<file path="src/rtl/ysyx_23060187_lsu_pkg.sv">
// Shared types and lane helpers for the load/store unit and its alignment datapath.
package ysyx_23060187_lsu_pkg;

  localparam int unsigned XLEN   = 32;
  localparam int unsigned MASK_W = XLEN / 8;

  typedef enum logic [1:0] {
    SZ_B = 2'd0,
    SZ_H = 2'd1,
    SZ_W = 2'd2,
    SZ_X = 2'd3
  } size_e;

  typedef enum logic [1:0] {
    ST_IDLE = 2'd0,
    ST_REQ  = 2'd1,
    ST_WAIT = 2'd2,
    ST_DONE = 2'd3
  } state_e;

  // Access attributes held for the lifetime of one request.
  typedef struct packed {
    logic       wen;
    size_e      size;
    logic       sgn;
    logic [1:0] off;
  } lsu_req_t;

  function automatic logic [MASK_W-1:0] lane_mask(input size_e sz, input logic [1:0] off);
    logic [MASK_W-1:0] m;
    case (sz)
      SZ_B:    m = 4'b0001 << off;
      SZ_H:    m = 4'b0011 << off;
      SZ_W:    m = 4'b1111;
      default: m = 4'b0000;
    endcase
    return m;
  endfunction

  function automatic logic [4:0] lane_shamt(input logic [1:0] off);
    return {off, 3'b000};
  endfunction

  function automatic logic misaligned(input size_e sz, input logic [1:0] off);
    logic bad;
    case (sz)
      SZ_B:    bad = 1'b0;
      SZ_H:    bad = off[0];
      SZ_W:    bad = (off != 2'd0);
      default: bad = 1'b1;
    endcase
    return bad;
  endfunction

endpackage

</file>
<file path="src/rtl/ysyx_23060187_lsu_align.sv">
// Combinational byte-lane datapath: store mask/shift, load extract/extend, legality.
module ysyx_23060187_lsu_align
  import ysyx_23060187_lsu_pkg::*;
(
  input  size_e             size,
  input  logic              sgn,
  input  logic [1:0]        off,
  input  logic [XLEN-1:0]   wdata,
  input  logic [XLEN-1:0]   rdata,
  output logic [MASK_W-1:0] wmask_c,
  output logic [XLEN-1:0]   wdata_c,
  output logic [XLEN-1:0]   rdata_c,
  output logic              misalign_c
);

  logic [XLEN-1:0] rsh;

  always_comb begin
    wmask_c    = lane_mask(size, off);
    wdata_c    = wdata << lane_shamt(off);
    misalign_c = misaligned(size, off);
    rsh        = rdata >> lane_shamt(off);
    case (size)
      SZ_B:    rdata_c = {{24{sgn & rsh[7]}}, rsh[7:0]};
      SZ_H:    rdata_c = {{16{sgn & rsh[15]}}, rsh[15:0]};
      default: rdata_c = rdata;
    endcase
  end

endmodule

</file>
<file path="src/rtl/ysyx_23060187_lsu.sv">
// Multi-cycle load/store unit: one request from execute onto a valid/ready data bus.
module ysyx_23060187_lsu
  import ysyx_23060187_lsu_pkg::*;
#(
  parameter int unsigned TIMEOUT_CYCLES = 255,
  parameter int unsigned CNT_W          = 8
) (
  input  logic                clk,
  input  logic                rst,
  input  logic                req_valid,
  output logic                req_ready,
  input  logic                req_wen,
  input  logic [1:0]          req_size,
  input  logic                req_signed,
  input  logic [XLEN-1:0]     req_addr,
  input  logic [XLEN-1:0]     req_wdata,
  output logic                resp_valid,
  output logic [XLEN-1:0]     resp_rdata,
  output logic                resp_err,
  output logic                mem_req_valid,
  input  logic                mem_req_ready,
  output logic [XLEN-1:0]     mem_addr,
  output logic                mem_wen,
  output logic [XLEN-1:0]     mem_wdata,
  output logic [MASK_W-1:0]   mem_wmask,
  input  logic                mem_resp_valid,
  input  logic [XLEN-1:0]     mem_rdata
);

  localparam bit TO_EN = (TIMEOUT_CYCLES != 0);

  state_e            state_q, state_d;
  lsu_req_t          req_q, req_d;
  logic [CNT_W-1:0]  cnt_q, cnt_d;
  logic              req_ready_q, req_ready_d;
  logic              resp_valid_q, resp_valid_d;
  logic [XLEN-1:0]   resp_rdata_q, resp_rdata_d;
  logic              resp_err_q, resp_err_d;
  logic              mem_req_valid_q, mem_req_valid_d;
  logic [XLEN-1:0]   mem_addr_q, mem_addr_d;
  logic              mem_wen_q, mem_wen_d;
  logic [XLEN-1:0]   mem_wdata_q, mem_wdata_d;
  logic [MASK_W-1:0] mem_wmask_q, mem_wmask_d;

  // The aligner sees the incoming request in IDLE and the held request afterwards.
  logic              sel_in;
  size_e             al_size;
  logic              al_sgn;
  logic [1:0]        al_off;
  logic [MASK_W-1:0] al_wmask;
  logic [XLEN-1:0]   al_wdata;
  logic [XLEN-1:0]   al_rdata;
  logic              al_misalign;
  logic              timeout_hit;

  always_comb begin
    sel_in  = (state_q == ST_IDLE);
    al_size = sel_in ? size_e'(req_size) : req_q.size;
    al_sgn  = sel_in ? req_signed : req_q.sgn;
    al_off  = sel_in ? req_addr[1:0] : req_q.off;
  end

  ysyx_23060187_lsu_align u_align (
    .size       (al_size),
    .sgn        (al_sgn),
    .off        (al_off),
    .wdata      (req_wdata),
    .rdata      (mem_rdata),
    .wmask_c    (al_wmask),
    .wdata_c    (al_wdata),
    .rdata_c    (al_rdata),
    .misalign_c (al_misalign)
  );

  assign timeout_hit = TO_EN && (cnt_q >= CNT_W'(TIMEOUT_CYCLES));

  always_comb begin
    state_d         = state_q;
    req_d           = req_q;
    cnt_d           = cnt_q;
    req_ready_d     = 1'b0;
    resp_valid_d    = 1'b0;
    resp_rdata_d    = '0;
    resp_err_d      = 1'b0;
    mem_req_valid_d = mem_req_valid_q;
    mem_addr_d      = mem_addr_q;
    mem_wen_d       = mem_wen_q;
    mem_wdata_d     = mem_wdata_q;
    mem_wmask_d     = mem_wmask_q;

    case (state_q)
      ST_IDLE: begin
        cnt_d       = '0;
        req_ready_d = 1'b1;
        if (req_valid && req_ready_q) begin
          req_d       = '{wen: req_wen, size: size_e'(req_size), sgn: req_signed, off: req_addr[1:0]};
          req_ready_d = 1'b0;
          if (al_misalign) begin
            state_d      = ST_DONE;
            resp_valid_d = 1'b1;
            resp_err_d   = 1'b1;
          end else begin
            state_d         = ST_REQ;
            mem_req_valid_d = 1'b1;
            mem_addr_d      = {req_addr[31:2], 2'b00};
            mem_wen_d       = req_wen;
            mem_wdata_d     = req_wen ? al_wdata : '0;
            mem_wmask_d     = req_wen ? al_wmask : '0;
          end
        end
      end
      ST_REQ, ST_WAIT: begin
        cnt_d = (cnt_q == {CNT_W{1'b1}}) ? cnt_q : cnt_q + CNT_W'(1);
        if (state_q == ST_REQ && mem_req_ready) begin
          state_d         = ST_WAIT;
          mem_req_valid_d = 1'b0;
        end else if (state_q == ST_WAIT && mem_resp_valid) begin
          state_d      = ST_DONE;
          resp_valid_d = 1'b1;
          resp_rdata_d = req_q.wen ? '0 : al_rdata;
        end else if (timeout_hit) begin
          state_d         = ST_DONE;
          mem_req_valid_d = 1'b0;
          resp_valid_d    = 1'b1;
          resp_err_d      = 1'b1;
        end
      end
      ST_DONE: begin
        state_d     = ST_IDLE;
        cnt_d       = '0;
        req_ready_d = 1'b1;
      end
      default: begin
        state_d     = ST_IDLE;
        req_ready_d = 1'b1;
      end
    endcase
  end

  always_ff @(posedge clk) begin
    if (rst) begin
      state_q         <= ST_IDLE;
      req_q           <= '0;
      cnt_q           <= '0;
      req_ready_q     <= 1'b1;
      resp_valid_q    <= 1'b0;
      resp_rdata_q    <= '0;
      resp_err_q      <= 1'b0;
      mem_req_valid_q <= 1'b0;
      mem_addr_q      <= '0;
      mem_wen_q       <= 1'b0;
      mem_wdata_q     <= '0;
      mem_wmask_q     <= '0;
    end else begin
      state_q         <= state_d;
      req_q           <= req_d;
      cnt_q           <= cnt_d;
      req_ready_q     <= req_ready_d;
      resp_valid_q    <= resp_valid_d;
      resp_rdata_q    <= resp_rdata_d;
      resp_err_q      <= resp_err_d;
      mem_req_valid_q <= mem_req_valid_d;
      mem_addr_q      <= mem_addr_d;
      mem_wen_q       <= mem_wen_d;
      mem_wdata_q     <= mem_wdata_d;
      mem_wmask_q     <= mem_wmask_d;
    end
  end

  assign req_ready     = req_ready_q;
  assign resp_valid    = resp_valid_q;
  assign resp_rdata    = resp_rdata_q;
  assign resp_err      = resp_err_q;
  assign mem_req_valid = mem_req_valid_q;
  assign mem_addr      = mem_addr_q;
  assign mem_wen       = mem_wen_q;
  assign mem_wdata     = mem_wdata_q;
  assign mem_wmask     = mem_wmask_q;

endmodule

</file>
<file path="config.mk">
export PLATFORM = sky130hd
export DESIGN_NAME = ysyx_23060187_lsu
export DESIGN_NICKNAME = d
export VERILOG_FILES = /design/src/rtl/ysyx_23060187_lsu_pkg.sv /design/src/rtl/ysyx_23060187_lsu_align.sv /design/src/rtl/ysyx_23060187_lsu.sv
export SDC_FILE = /design/constraint.sdc
export NUM_CORES = 1
export LEC_CHECK = 0
export CAP_MARGIN = 5
export CORE_UTILIZATION = 47
export CTS_CLUSTER_DIAMETER = 120
export DETAILED_ROUTE_END_ITERATION = 8
export MAX_ROUTING_LAYER = met4
export PLACE_DENSITY = 0.92
export RECOVER_POWER = 50
export SYNTH_ARGS = -nofsm -noshare
export SYNTH_HDL_FRONTEND = slang
export SYNTH_SLANG_ARGS = --single-unit
</file>
<file path="constraint.sdc">
create_clock -name clk -period 5.55 [get_ports clk]
set_input_delay 0.555 -clock clk [delete_from_list [all_inputs] [get_ports clk]]
set_output_delay 0.555 -clock clk [all_outputs]
set_load 0.02 [all_outputs]
</file>
==> summary.txt <==
CTS Buffer Depth: 2
DIE WIDTH: 107 um
Setup Skew: 0.00622 ns
initial antenna violation count: 0
Synth-to-Final Area Change: 51.9%
Worst setup EP type: register
ratio of final minimum period to clock period: 0.703
die area: 11500 sq um
I/O pins: 210
RSZ-0062 raised after global routing: false
ANT cells: 0
Vias/cell: 5.74
worst path arrival time: 4.35 ns
CP required: 6.00 ns
Clk pin slew, worst setup/hold paths: 0.06 ns
Iter 0 DRT Violations: 316
worst path bufs/invs: 2
global route overflow: 0
Max Fclk: 256 MHz
Final GP Congestion: 0.880
post-synth cell types: 49
Ys Warns: 0
Clk Latency, worst-skew pair: 0.53 ns
number of synthesized flops with an enable pin: 0
Avg Cell Area, Syn: 8.64 sq um
Hold Path Class: reg2reg
core area: 10800 sq um
max cap viols: 0
Leakage: 3.46 nW
crit path cell chain: inv_1 > ha_1 > mux2i_4 > o21ai_0 > a21oi_4 > buf_4 > nand3_1 > a21oi_1
hold_ws: 0.452 ns
vias in the first global route: 5363
Peak supply drop: 0.000254 V
final WL: 16700 um
Tot GR Track Use: 0.306
Placement Setup Slack: 1.71 ns
share of layout cells above drive strength 1: 0.0736
clk sinks: 119
Post-CTS Hold Buffers: 0
final-report max-slew violation count: 0
detailed-route via count: 5403
slowest CP cell: mux2i_4
Startpoint Class: register
wire per inst: 17.7 um
Worst Max-Slew Pin Slew: 1.24 ns
die height: 107 um
Largest delay share family, worst path: compound AO/OA/AOI/OAI gates
sequential share of the synthesized area: 0.458
Worst slew margin: 0.172
flop-to-flop setup slack: 1.65 ns
Root Driver: clkbuf_8
Final HPWL DP: 11300 um
final worst path period need: 3.90 ns
PD cells: 403 nW/um^2
Residual DRC: 0
Std-Cell Rows: 38
largest net degree at the start of global routing: 65
final hold viol count: 0
nets@finish: 900
CTS tree: yes
final worst slack: 1.65 ns
synthesized flop and latch total: 119
DR pass1 iterations: 6
final setup violation count: 0
number of routed nets with antenna violations: 0
Main synth FF type: dfxtp_1
post-cts resize count: 0
worst-path maximum fanout: 34
first-pass GRT wire length: 26500 um
status: completed
port buffer count: 207
setup TNS: 0 ns
Max stage delay on crit path: 0.97 ns
starting density of the core: 0.482
Synth Cell Area: 5200 sq um
Syn Inst Count: 602
Post-CTS Setup Bufs: 0
WS Path Type: reg2reg
cts bufs inserted: 17
asr flop ratio synth: 0
H-tree levels: 4
[placed cells by master (no fill, tap or decap), types with 4 or more instances in the layout]
cell type,n
a211oi_1,4
a21oi_1,59
a22o_1,17
a22oi_1,8
and3_1,7
buf_4,4
clkbuf_16,16
clkbuf_8,4
clkdlybuf4s50_1,105
clkinvlp_4,5
dfxtp_1,119
dlygate4sd3_1,101
ha_1,6
inv_1,4
mux2_2,4
mux2i_1,34
nand2_1,149
nand2b_1,4
nand3_1,21
nand3_2,10
nand4_1,11
nor2_1,22
o21ai_0,11
o2bb2ai_1,23
[area by class of cell]
type / count / area (sq um)
sequential: 119 / 2380
fill: 716 / 2890
clock buffer: 21 / 459
timing repair buffer: 211 / 2100
tap: 140 / 175
inverter: 4 / 15.0
clock inverter: 11 / 146
multi-input combinational: 436 / 2620
[report_power, final]
group / leakage, nW / switching, mW / internal, mW
logic: 2.21 / 0.647 / 0.422
clock network: 0.283 / 0.394 / 0.719
registers: 0.964 / 0.0557 / 0.946
[worst reg2reg max path, stage by stage (launching register included)]
cell and delay, ns:
dfxtp_1 0.34, inv_1 0.12, ha_1 0.74, mux2i_4 0.98, o21ai_0 0.41, a21oi_4 0.51
buf_4 0.41, nand3_1 0.13, a21oi_1 0.19
[cell families after synthesis]
family          after synthesis  share of synthesized area
compound gates              139                      0.176
other cells                   1                   0.000721
fa+ha+maj                     6                     0.0144
mux                          40                     0.0787
simple gates                243                      0.215
xor+xnor                      6                     0.0101
buf+inv                      48                     0.0462
flops                       119                      0.458
[metal layers]
metal | routed length [um] | GRT usage | vias to the layer above
met1 | 6350 | 0.329 | 2544
li1 | - | - | 2482
met4 | 658 | 0.171 | 0
met5 | 0 | - | -
met3 | 1400 | 0.0839 | 64
met2 | 8310 | 0.509 | 313
[metrics by stage]
step            util  instances  cell area, sq um  total power, mW
6_report       0.732        942              7900             3.18
5_1_grt        0.732        942              7900             3.33
4_1_cts        0.732        942              7900             3.20
3_5_place_dp   0.676        910              7290             2.09
3_3_place_gp   0.676        910              7290             2.04
2_1_floorplan      -        603              5200             1.71
[Yosys cell counts, drive strengths merged, types with 2 or more instances]
master   count  area [sq um]
nor4b        2          17.5
clkbuf      25          93.8
a22oi        8          60.1
mux2         4          45.0
nor2        25           101
nand2b       4          25.0
a22o        17           149
nor3         3          15.0
and2         2          12.5
nand4       11          68.8
a31oi        2          12.5
nor2b        3          18.8
ha           6          75.1
o2bb2ai     23           201
a211oi       4          30.0
a21oi       60           300
xnor2        3          26.3
nand3       31           205
o21ai       13          65.1
inv          4          15.0
buf         19           131
and3         7          43.8
or4          2          22.5
nand3b       2          15.0
a32oi        2          17.5
nand2      149           559
mux2i       36           364
dfxtp      119          2380
xor2         3          26.3
[sequential cells by signal (all words and copies together) (netlist names), 2 cells and up]
signal	count
mem_wmask	4
mem_addr	30
state_q	2
mem_wdata	32
resp_rdata	32
cnt_q	8
req_q	6
[final timing paths]
check                             startpoint  cells past startpoint            end
worst max-delay path              state_q[0]                      8  mem_wdata[23]
worst min-delay path            mem_addr[10]                      2   mem_addr[10]
worst max register to register    state_q[0]                      8  mem_wdata[23]
worst min register to register  mem_addr[10]                      2   mem_addr[10]
Note: power is estimated with default switching activity, not from simulation.
